--- src/rtl/exec_pkg.sv ---
// exec_pkg: shared definitions for the execute/writeback sequencer.
//   - sequencer state encoding
//   - opcode values
//   - bit positions of the {Z,N,C,V} flag vector
//   - field positions inside the 16-bit decoded instruction
package exec_pkg;

  typedef enum logic [1:0] {
    StIdle = 2'd0,
    StExec = 2'd1,
    StWb   = 2'd2
  } state_e;

  localparam logic [3:0] OP_NOP = 4'h0;
  localparam logic [3:0] OP_ADD = 4'h1;
  localparam logic [3:0] OP_SUB = 4'h2;
  localparam logic [3:0] OP_AND = 4'h3;
  localparam logic [3:0] OP_OR  = 4'h4;
  localparam logic [3:0] OP_XOR = 4'h5;
  localparam logic [3:0] OP_SHL = 4'h6;
  localparam logic [3:0] OP_SHR = 4'h7;
  localparam logic [3:0] OP_MOV = 4'h8;
  localparam logic [3:0] OP_LDI = 4'h9;
  localparam logic [3:0] OP_CMP = 4'hA;

  localparam int unsigned FLAG_Z = 3;
  localparam int unsigned FLAG_N = 2;
  localparam int unsigned FLAG_C = 1;
  localparam int unsigned FLAG_V = 0;

  localparam int unsigned OPC_LSB = 12;
  localparam int unsigned OPC_W   = 4;
  localparam int unsigned RD_LSB  = 9;
  localparam int unsigned RS1_LSB = 6;
  localparam int unsigned RS2_LSB = 3;
  localparam int unsigned IMM_LSB = 0;
  localparam int unsigned IMM_W   = 8;

endpackage

--- src/rtl/alu_core.sv ---
// alu_core: purely combinational ALU for exec_ctrl.
// Ports:
//   a, b      operands (register file read data A/B)
//   imm       immediate for LDI
//   opcode    4-bit opcode
//   flags_in  current {Z,N,C,V}; passed through for ops that hold flags
//   result    ALU result
//   flags     next {Z,N,C,V}
//   wb_en     result is to be written to rd
//   illegal   opcode is undefined
module alu_core
  import exec_pkg::*;
#(
  parameter int unsigned DW = 8
) (
  input  logic [DW-1:0] a,
  input  logic [DW-1:0] b,
  input  logic [DW-1:0] imm,
  input  logic [3:0]    opcode,
  input  logic [3:0]    flags_in,
  output logic [DW-1:0] result,
  output logic [3:0]    flags,
  output logic          wb_en,
  output logic          illegal
);

  logic          sub;
  logic [DW-1:0] b_op;
  logic [DW:0]   sum;
  logic          upd;
  logic          c;
  logic          v;

  // One adder serves ADD, SUB and CMP; subtraction is a + ~b + 1.
  assign sub  = (opcode == OP_SUB) || (opcode == OP_CMP);
  assign b_op = sub ? ~b : b;
  assign sum  = {1'b0, a} + {1'b0, b_op} + {{DW{1'b0}}, sub};

  always_comb begin
    result  = '0;
    wb_en   = 1'b0;
    illegal = 1'b0;
    upd     = 1'b0;
    c       = 1'b0;
    v       = 1'b0;
    case (opcode)
      OP_NOP: ;
      OP_ADD, OP_SUB, OP_CMP: begin
        result = sum[DW-1:0];
        wb_en  = (opcode != OP_CMP);
        upd    = 1'b1;
        c      = sum[DW];
        // Overflow: both addends share a sign that the sum does not.
        v      = (a[DW-1] == b_op[DW-1]) && (sum[DW-1] != a[DW-1]);
      end
      OP_AND: begin result = a & b; wb_en = 1'b1; upd = 1'b1; end
      OP_OR:  begin result = a | b; wb_en = 1'b1; upd = 1'b1; end
      OP_XOR: begin result = a ^ b; wb_en = 1'b1; upd = 1'b1; end
      OP_SHL: begin
        result = {a[DW-2:0], 1'b0};
        c      = a[DW-1];
        wb_en  = 1'b1;
        upd    = 1'b1;
      end
      OP_SHR: begin
        result = {1'b0, a[DW-1:1]};
        c      = a[0];
        wb_en  = 1'b1;
        upd    = 1'b1;
      end
      OP_MOV: begin result = a;   wb_en = 1'b1; end
      OP_LDI: begin result = imm; wb_en = 1'b1; end
      default: illegal = 1'b1;
    endcase

    flags = flags_in;
    if (upd) begin
      flags[FLAG_Z] = (result == '0);
      flags[FLAG_N] = result[DW-1];
      flags[FLAG_C] = c;
      flags[FLAG_V] = v;
    end
  end

endmodule

--- src/rtl/exec_ctrl.sv ---
// exec_ctrl: serialised execute/writeback sequencer around an 8x8 register file.
// One instruction in flight: IDLE (accept) -> EXEC (read, compute) -> WB (write, retire).
// Ports:
//   clk, rst_n             clock, synchronous active-low reset
//   instr_valid/ready      instruction handshake; ready is registered, high only in IDLE
//   instr                  [15:12] opcode, [11:9] rd, [8:6] rs1, [5:3] rs2, [7:0] imm
//   radda, raddb           register file read addresses (latched rs1/rs2)
//   ra, rb                 register file read data (combinational from radda/raddb)
//   w, wadd, wdata         register file write port
//   flags                  registered {Z,N,C,V}
//   done, illegal          one-cycle pulses at retire
module exec_ctrl
  import exec_pkg::*;
#(
  parameter int unsigned DW = 8,
  parameter int unsigned AW = 3
) (
  input  logic          clk,
  input  logic          rst_n,
  input  logic          instr_valid,
  output logic          instr_ready,
  input  logic [15:0]   instr,
  output logic [AW-1:0] radda,
  output logic [AW-1:0] raddb,
  input  logic [DW-1:0] ra,
  input  logic [DW-1:0] rb,
  output logic          w,
  output logic [AW-1:0] wadd,
  output logic [DW-1:0] wdata,
  output logic [3:0]    flags,
  output logic          done,
  output logic          illegal
);

  state_e        state_q, state_d;
  logic          ready_q;
  logic [3:0]    opcode_q;
  logic [DW-1:0] imm_q;
  logic [AW-1:0] radda_q, raddb_q, wadd_q;
  logic [DW-1:0] wdata_q;
  logic [3:0]    flags_q;
  logic          wb_en_q;
  logic          illegal_q;
  logic          accept;

  logic [DW-1:0] alu_result;
  logic [3:0]    alu_flags;
  logic          alu_wb_en;
  logic          alu_illegal;

  alu_core #(
    .DW (DW)
  ) u_alu (
    .a        (ra),
    .b        (rb),
    .imm      (imm_q),
    .opcode   (opcode_q),
    .flags_in (flags_q),
    .result   (alu_result),
    .flags    (alu_flags),
    .wb_en    (alu_wb_en),
    .illegal  (alu_illegal)
  );

  assign accept = (state_q == StIdle) && ready_q && instr_valid;

  always_comb begin
    state_d = state_q;
    unique case (state_q)
      StIdle:  if (accept) state_d = StExec;
      StExec:  state_d = StWb;
      StWb:    state_d = StIdle;
      default: state_d = StIdle;
    endcase
  end

  always_ff @(posedge clk) begin
    if (!rst_n) begin
      state_q   <= StIdle;
      ready_q   <= 1'b0;
      opcode_q  <= OP_NOP;
      imm_q     <= '0;
      radda_q   <= '0;
      raddb_q   <= '0;
      wadd_q    <= '0;
      wdata_q   <= '0;
      flags_q   <= '0;
      wb_en_q   <= 1'b0;
      illegal_q <= 1'b0;
    end else begin
      state_q <= state_d;
      ready_q <= (state_d == StIdle);
      if (accept) begin
        opcode_q <= instr[OPC_LSB +: OPC_W];
        imm_q    <= DW'(instr[IMM_LSB +: IMM_W]);
        wadd_q   <= instr[RD_LSB +: AW];
        radda_q  <= instr[RS1_LSB +: AW];
        raddb_q  <= instr[RS2_LSB +: AW];
      end
      if (state_q == StExec) begin
        wb_en_q   <= alu_wb_en;
        illegal_q <= alu_illegal;
        flags_q   <= alu_flags;
        // wdata keeps the last written value across non-writing ops.
        if (alu_wb_en) wdata_q <= alu_result;
      end
    end
  end

  always_comb begin
    w       = 1'b0;
    done    = 1'b0;
    illegal = 1'b0;
    if (state_q == StWb) begin
      // Gate with rst_n so a reset edge landing in WB never writes.
      w       = wb_en_q && rst_n;
      done    = 1'b1;
      illegal = illegal_q;
    end
  end

  assign instr_ready = ready_q;
  assign radda       = radda_q;
  assign raddb       = raddb_q;
  assign wadd        = wadd_q;
  assign wdata       = wdata_q;
  assign flags       = flags_q;

endmodule

--- config.mk ---
export PLATFORM = sky130hd
export DESIGN_NAME = exec_ctrl
export DESIGN_NICKNAME = d
export VERILOG_FILES = /design/src/rtl/exec_pkg.sv /design/src/rtl/alu_core.sv /design/src/rtl/exec_ctrl.sv
export SDC_FILE = /design/constraint.sdc
export NUM_CORES = 1
export LEC_CHECK = 0
export CAP_MARGIN = 0
export CORE_MARGIN = 2
export CORE_UTILIZATION = 40
export CTS_BUF_LIST = sky130_fd_sc_hd__clkbuf_4 sky130_fd_sc_hd__clkbuf_8
export DETAILED_ROUTE_END_ITERATION = 12
export DONT_BUFFER_PORTS = 1
export PLACE_DENSITY_LB_ADDON = 0.15
export SLEW_MARGIN = 20
export SYNTH_ARGS = -nofsm -noshare
export SYNTH_HDL_FRONTEND = slang
export SYNTH_SLANG_ARGS = --single-unit
--- constraint.sdc ---
create_clock -name clk -period 4.2 [get_ports clk]
set_input_delay 0.21 -clock clk [delete_from_list [all_inputs] [get_ports clk]]
set_output_delay 0.21 -clock clk [all_outputs]
set_load 0.05 [all_outputs]
## Word level (Yosys, flattened, before mapping)

Cells that the tools add are included.

| operators by class | value |
|---|---|
| bitwise gates (word level) | 4 |
| $lt $le $gt $ge | 0 |
| equal/unequal tests | 15 |
| add/subtract/negate cells | 2 |
| divide/modulo/power cells | 0 |
| reductions and logical operators | 15 |
| shift-type cells | 0 |
| multiplexer cells | 12 |
| $mul | 0 |

Operators with widths:

| operator | number |
|---|---|
| $pmux 8 s8 | 1 |
| $eq 4x3->1 const B | 4 |
| $eq 4x4->1 const B | 3 |
| $reduce_or 11->1 | 1 |
| $add 8x8->9 | 1 |
| $add 9x1->9 | 1 |
| $and 8x8->8 | 1 |
| $eq 4x2->1 const B | 2 |
| $logic_not 8->1 | 1 |
| $mux 8 | 1 |
| $not 8->8 | 1 |
| $or 8x8->8 | 1 |
| $reduce_or 8->1 | 1 |
| $xor 8x8->8 | 1 |
| $reduce_or 7->1 | 1 |
| $mux 1 | 6 |
| $eq 4x1->1 const B | 1 |
| $logic_and 1x1->1 | 4 |
| $logic_not 2->1 | 2 |
| $logic_not 4->1 | 1 |
| $ne 4x4->1 const B | 1 |
| $pmux 2 s2 | 1 |
| $reduce_and 2->1 | 2 |
| $pmux 1 s3 | 1 |
| 8 further kinds | 8 |

| word-level totals | value |
|---|---|
| latch bits | 0 |
| memories | 0 |
| output and inout bits | 25 |
| ROM bits | 0 |
| register bits after elaboration | 38 |
| bits in writable memories | 0 |
| bits of input ports | 35 |

## Depth between registers and ports, before layout

Gate-level depths: netlist of the first run.

| logic depth | value |
|---|---|
| word-level depth | 8 |
| depth in mapped cells | 11 |

## By module

Synthesis of the first run repeated with hierarchy kept, for this count alone.

| unflattened totals | value |
|---|---|
| cells, all modules | 337 |
| area, all modules | 2647.5 um^2 |

By module, submodules not included:

| module | instances | sequential area each (um^2) | cells an instance | area an instance (um^2) |
|---|---|---|---|---|
| alu_core | 1 | 0.0 | 192 | 1402.6 |
| exec_ctrl | 1 | 660.6 | 145 | 1244.9 |

## Worst setup path after synthesis of the first run

No wires, ideal clock.

| timing | value |
|---|---|
| kind | flip-flop to flip-flop |
| start point | reg opcode_q[1] |
| end point | reg flags_q[3], in the netlist flags[3] |
| data arrival time | 3097 ps |
| setup time | 84 ps |
| slack | 1019 ps |
| cell stages (with the launch flop) | 11 |
| path through | dfxtp_1 clkbuf_8 or3b_2 o21ai_0 fa_1 nor2b_1 a211oi_1 o2111ai_1 or4_1 or4_1 o31ai_2 |

| on the way | value |
|---|---|
| longest elaborated chain between the ends | 7 |

Ends and longest elaborated chain:

| what | line | RTL |
|---|---|---|
| from (decl) | exec_ctrl.sv:37 | `logic [3:0] opcode_q;` |
| from (signal assigned) | exec_ctrl.sv:94 | `opcode_q <= instr[OPC_LSB +: OPC_W];` |
| $eq 4x2->1 / $eq 4x4->1 (equally long branches) | alu_core.sv:35, alu_core.sv:46 |  |
| $logic_or 1x1->1 | alu_core.sv:35 | `assign sub = (opcode == OP_SUB) \|\| (opcode == OP_CMP);` |
| $mux 8 | alu_core.sv:36 | `assign b_op = sub ? ~b : b;` |
| $add 8x8->9 | alu_core.sv:37 | `assign sum = {1'b0, a} + {1'b0, b_op} + {{DW{1'b0}}, sub};` |
| $add 9x1->9 | alu_core.sv:37 |  |
| $pmux 8 s8 | alu_core.sv:46 | `case (opcode)` |
| $logic_not 8->1 | alu_core.sv:78 | `flags[FLAG_Z] = (result == '0);` |
| to (signal assigned) | exec_ctrl.sv:103 | `flags_q <= alu_flags;` |
| to (decl) | exec_ctrl.sv:41 | `logic [3:0] flags_q;` |

Several ways; a longest one is shown, not always the timed one.
A chain may end at the register's enable or synchronous reset.

## Final worst setup path of the first run

| timing | value |
|---|---|
| start point | reg opcode_q[2] |
| end point | reg flags_q[3], in the netlist flags[3] |

The elaborated chain is that of the path after synthesis.

==> results of run 1 <==
state kept, by name, summed over array words and instances (netlist names):
name         cells
wdata            8
imm_q            7
flags            4
opcode_q         4
wadd             3
radda            2
state_q          2
illegal_q        1
instr_ready      1
wb_en_q          1
power breakdown:
| part | internal (W) | switching (W) |
|---|---|---|
| Sequential | 0.000324 | 0.0000355 |
| Combinational | 0.0000860 | 0.000114 |
| Clock | 0.000137 | 0.000121 |
| Total | 0.000547 | 0.000271 |
metal layers:
metal,routed length [µm],global-route usage,up-vias,share of wire
met5,0,0,-,0
met4,71,0.04261,0,0.0096
met3,445,0.03791,6,0.060
met2,3531,0.3428,57,0.48
met1,3333,0.2688,1050,0.45
li1,-,-,1168,-
area by class of cell:
type | count | share of cell area
Sequential cell | 33 | 0.2355
Multi-Input combinational cell | 258 | 0.6566
Clock buffer | 7 | 0.03211
Inverter | 22 | 0.02944
Timing Repair Buffer | 4 | 0.01070
Tap cell | 80 | 0.03568
cell families after synthesis:
logic type                 count (synthesis)
adders and majority gates                 24
muxes                                     14
xor gates and xnor gates                  13
DFF                                       33
AOI/OAI and AO/OA                         93
buffers and inverters                     44
and+or+nand+nor                          114
cells in the mapped netlist, types with 3 or more instances:
master and number:
and3_1 3, nor2_1 12, buf_4 6, buf_2 3
and2_1 5, buf_6 4, nand3_1 10, a31oi_1 3
clkbuf_8 3, inv_1 21, a211oi_1 6, dfxtp_1 33
nor3b_1 5, nand2b_1 6, o21ai_0 13, clkbuf_1 5
xnor2_1 12, a21oi_1 18, nor2b_1 8, a21boi_0 17
nand2_1 45, ha_1 23, mux2i_1 12
worst paths after layout:
path | depth (start not counted) | slack, ps | startpoint | to
worst max-delay path | 9 | 720 | opcode_q[2] | flags[3]
worst max register to register | 9 | 720 | opcode_q[2] | flags[3]
worst min register to register | 2 | 460 | wb_en_q | wb_en_q
worst min-delay path | 1 | 50 | rst_n | illegal_q
per-stage QoR:
step / instance area (µm²) / power (W)
2_1_floorplan: 2760 / 0.0005329
3_3_place_gp: 2715 / 0.0005651
3_5_place_dp: 2715 / 0.0005652
4_1_cts: 2805 / 0.0008183
5_1_grt: 2805 / 0.0008567
6_report: 2805 / 0.0008177
worst register-to-register path, delay by kind of cell (launching register included):
family                   cells  cell delay (ps)
AND/OR/NAND/NOR              4             1590
AO/OA/AOI/OAI                4              890
adder cells (fa/ha/maj)      1              470
flip-flops                   1              440
==> impl_metrics.yaml, run 1 <==
run_status:
  outcome: "complete, no violations"
job:
  maxCapViolCount: 0
die:
  core_area_um2: 6719
  die-area_um2: 7581
  die_x_um: 87.07
  top_level_ports: 60
  initial_core_util: 0.4108
  num_rows: 30
  dieHeight_um: 87.07
placed_design:
  pre_cts_ws_ps: 782.9
  place_inst: 397
  gp_congestion: 0.9946
  dp_hpwl_um: 5612
  portBuffers: 0
sta:
  rsz0062_at_grt: "false"
  finalHoldViolations: 0
  worstMarginPinSlew_ps: 1010
  period_minus_slack_ps: 3482
  min_period_over_period: 0.8291
  whs_ps: 49.59
  fin_skew_ps: 6.550
  max_freq_mhz: 287.2
  relSlewSlack: 0.3255
  final.setup.tns_ps: 0
  drv_slew: 0
  setup_viol: 0
  worst_slack_ps: 717.8
logic_synthesis:
  synth_area_per_cell_um2: 8.239
  synth_top_area_cell: "dfxtp_1"
  synthAdderAreaFrac: 0.1115
  synth_compound_area_frac: 0.2416
  synth-edff-count: 0
  synth_mux_area_frac: 0.05304
  synth_cells: 335
  ys_types: 71
  yosysSeqAreaShare: 0.2393
  synth_flop_cell: "dfxtp_1"
  synth_fp_nets: 394
  ys_ff_latch: 33
  synth.top_cell.area_share: 0.2393
  synth_area_leaders: "dfxtp_1 (24%), ha_1 (10%), nand2_1 (6.1%)"
  synth_area_um2: 2760
  synth-simple-area-share: 0.2199
  yosys_warnings: 0
  async_flop_share: 0
  synth-xor-area-share: 0.04125
  synth_top_family_by_area: "compound AO/OA/AOI/OAI gates"
worst_setup_path:
  path_buf_inv: 0
  crit_chain: "or3b_2, o21ai_0, fa_1, nor2b_1, a211oi_1, o2111ai_1, or4_1, or4_1, o31ai_2"
  cp_slowest_cell: "or3b_2"
  startpoint_type: "flip-flop"
  cp_top_family: "simple AND/OR/NAND/NOR gates"
  path_class: "reg -> reg"
  worstPathMaxFanout: 11
  worst_path_most_repeated_cell: "or4_1"
  crit_path_max_incr_delay_ps: 570
  cp-end-kind: "flip-flop"
  worstPathRequired_ps: 4400
  arrival_ps: 3680
clocking:
  cts_tree: "built"
  cts_hold_buf: 0
  post_cts_resized: 0
  ctsLongestPathBuffers: 2
  clk_pin_slew_ps: 70
  numCtsBuffers: 5
  numClockSinks: 33
  post-cts-setup-buffers: 0
  clk_latency_ps: 280
  root_buffer: "clkbuf_8"
  htreeDepth: 2
finish:
  nets: 383
  diodes: 0
  final_util: 0.4175
  num-fill-cells: 700
  area_delta_synth_final_pct: 1.632
  final_common_cell: "nand2_1"
  seq_area_um2: 660.6
  drive_gt1_frac: 0.08951
  multiInputGateArea_um2: 1842
  final_cell_count_no_fill: 404
  final_cell_mix: "nand2_1 (45), dfxtp_1 (33), ha_1 (23)"
global_route:
  grt_first_pass_wirelength_um: 11990
  overflow: 0
  grtUsageTotal: 0.2028
  grt_pass1_vias: 2321
  antenna_found_initial: 0
  grt_max_degree: 36
routing:
  avgViaCountPerCell: 5.646
  drc: 0
  dr_total_vias: 2281
  ant_nets: 0
  wire_per_inst_um: 18.27
  first_pass_iters: 4
  wl_um: 7382
  initialDrtViolationCount: 210
min_path:
  hp-class: "in -> reg"
power:
  irDropWorstVdd_uv: 217.9
  p_leak_nw: 1.109
  cellPowerDensity_nw_per_um2: 291.5
No activity file was read; power rests on OpenSTA's default activity.
==> run 2, diff against run 1 <==
Settings changed: ABC_AREA set to 1.
Clock period 4.2 ns to 3.6 ns, I/O delays scaled along.
==> run 2 against run 1 <==
Compared with the run above:
- clock skew rose by 5.1 ps
- register-to-register slack improved by 120 ps
- largest power group unchanged
- non-clock buffer count rose by 7
- area after synthesis fell by 9.0%
- via count rose by 5.2%
- hold slack got worse by 34 ps
- flip-flop and latch count did not move
- clock power rose by 41%
==> impl_metrics.yaml, run 2 <==
placed_design:
  place_inst: 455
  portBuffers: 0
  gp_congestion: 0.9107
  pre_cts_ws_ps: 896.6
  dp_hpwl_um: 5443
routing:
  first_pass_iters: 4
  initialDrtViolationCount: 138
  wl_um: 6854
  wire_per_inst_um: 14.52
  avgViaCountPerCell: 5.085
  drc: 0
  dr_total_vias: 2400
  ant_nets: 0
global_route:
  grt_first_pass_wirelength_um: 11390
  grt_pass1_vias: 2279
  antenna_found_initial: 0
  overflow: 0
  grtUsageTotal: 0.2022
  grt_max_degree: 24
finish:
  area_delta_synth_final_pct: 10.16
  diodes: 0
  nets: 455
  largest_reg_flops: 8
  drive_gt1_frac: 0.05290
  num-fill-cells: 621
  final_cell_mix: "nand2_1 (108), inv_1 (56), nand3_1 (39)"
  final_util: 0.4618
  final_cell_count_no_fill: 472
  final_common_cell: "nand2_1"
sta:
  worst_slack_ps: 835.8
  setup_viol: 0
  fin_skew_ps: 11.69
  finalHoldViolations: 0
  whs_ps: 15.43
  rsz0062_at_grt: "false"
  period_minus_slack_ps: 2764
  drv_slew: 0
  worstMarginPinSlew_ps: 877.5
  min_period_over_period: 0.7678
  max_freq_mhz: 361.8
  final.setup.tns_ps: 0
  relSlewSlack: 0.4129
clocking:
  clk_latency_ps: 280
  htreeDepth: 2
  cts_tree: "built"
  post-cts-setup-buffers: 0
  root_buffer: "clkbuf_8"
  clk_pin_slew_ps: 70
  numCtsBuffers: 5
  post_cts_resized: 0
  cts_hold_buf: 9
  ctsLongestPathBuffers: 2
  numClockSinks: 33
worst_setup_path:
  worstPathMaxFanout: 12
  path_class: "reg -> reg"
  rrSetupSlack_ps: 840
  worstPathRequired_ps: 3810
  cp-end-kind: "flip-flop"
  worstReg2RegEnd: "flags[3]"
  startpoint_type: "flip-flop"
  arrival_ps: 2980
  reg2reg_depth: 15
  timing.critical_path.from: "opcode_q[0]"
  r2r_start: "opcode_q[0]"
die:
  num_rows: 28
  die_x_um: 83.24
  initial_core_util: 0.4192
  dieHeight_um: 83.24
  core_area_um2: 5991
  top_level_ports: 60
  die-area_um2: 6928
min_path:
  min_from: "instr[14]"
  hp-class: "in -> reg"
  whs_endpoint: "opcode_q[2]"
  min_path_cells: 2
logic_synthesis:
  synth_flop_cell: "dfxtp_1"
  synth_fp_nets: 449
  synth_top_area_cell: "dfxtp_1"
  ys_ff_latch: 33
  synth.top_cell.area_share: 0.2631
  yosysSeqAreaShare: 0.2631
  yosys_warnings: 0
  synth_cells: 390
  synth_area_um2: 2511
  synth_area_per_cell_um2: 6.439
  synth.cells.most_frequent: "nand2_1 (108), inv_1 (56), nand3_1 (39)"
  async_flop_share: 0
  synth-edff-count: 0
  ys_types: 31
  synth_most_common_cell: "nand2_1"
  synth_area_leaders: "dfxtp_1 (26%), nand2_1 (16%), ha_1 (11%)"
power:
  p_switching_w: 0.0003051
  seqPwrFrac: 0.430
  swShare: 0.3081
  clock_power_share: 0.367
  p_leak_nw: 1.432
  internal-power_w: 0.0006851
  combPwrFrac: 0.203
  cellPowerDensity_nw_per_um2: 357.9
  irDropWorstVdd_uv: 245.0
job:
  maxCapViolCount: 0
run_status:
  outcome: "complete, no violations"
[run 2: cell count changes in the layout (fill, tap and decap cells not counted), sizes merged, moves of 7 or more]
cell / delta
nand3: +31
nor2b: -8
xor2: +7
dlygate4sd3: +9
inv: +35
o21ai: +8
a21boi: -15
mux2i: -12
nor2: +26
xnor2: -12
nand2: +66
[run 2: cells by family after synthesis]
kind of cell             Yosys count  share of synthesized area
flip-flops                        33                     0.2631
XOR/XNOR                           8                    0.02790
AO/OA/AOI/OAI                     50                     0.1141
adder cells (fa/ha/maj)           24                     0.1226
buffers and inverters             69                     0.1146
AND/OR/NAND/NOR                  206                     0.3578
[run 2: critical path, cell delays in order, from the launching register on]
cell	delay, ps
dfxtp_1	360
inv_1	150
nand3_2	330
xor2_1	290
fa_1	470
nand2_1	100
nand2_1	60
nand2_1	50
nand2_1	60
nor2_1	80
nor2_1	70
nor2_1	210
nand3_1	100
nor2_1	110
nand4_1	110
a21oi_1	140
[run 2: worst max-delay path by stage]
stage                     slack (ps)  cells after the start       end
after detailed placement         900                     14  flags[3]
final                            840                     15  flags[3]
after global placement           930                     14  flags[3]
after CTS                        870                     15  flags[3]
after floorplan                 1370                     15  flags[3]
after global routing             570                     14  flags[3]
[run 2: final cells by class]
cell class	instances	area, µm²	area share
sequential	33	660.6	0.2388
inverter	57	214.0	0.07734
tap	75	93.84	0.03392
timing repair buffer	11	105.1	0.03799
multi-input combinational	288	1573	0.5685
clock buffer	7	90.09	0.03256
clock inverter	1	30.03	0.01085
[run 2: stage by stage]
step                      total power (W)  instance area [µm²]
after floorplan                 0.0005883                 2511
after global placement          0.0006257                 2556
after detailed placement        0.0006266                 2556
after CTS                        0.001002                 2766
after global routing             0.001058                 2766
final                           0.0009902                 2766
[run 2: per-layer routing]
layer  wire length, µm  part of all wire  GRT usage  vias up
met1              3192              0.47     0.2772     1068
met5                 0                 0          0        -
met3               482             0.070    0.05268        4
met2              3159              0.46     0.3299       66
li1                  -                 -          -     1262
met4                19            0.0028    0.02235        0
[run 2: power groups by stage]
stage                     Combinational, W  Clock (W)  Sequential (W)
after floorplan                   0.000168          0        0.000420
after global placement            0.000191          0        0.000434
after detailed placement          0.000192          0        0.000435
after CTS                         0.000201   0.000375        0.000426
after global routing              0.000232   0.000398        0.000427
final                             0.000201   0.000363        0.000426
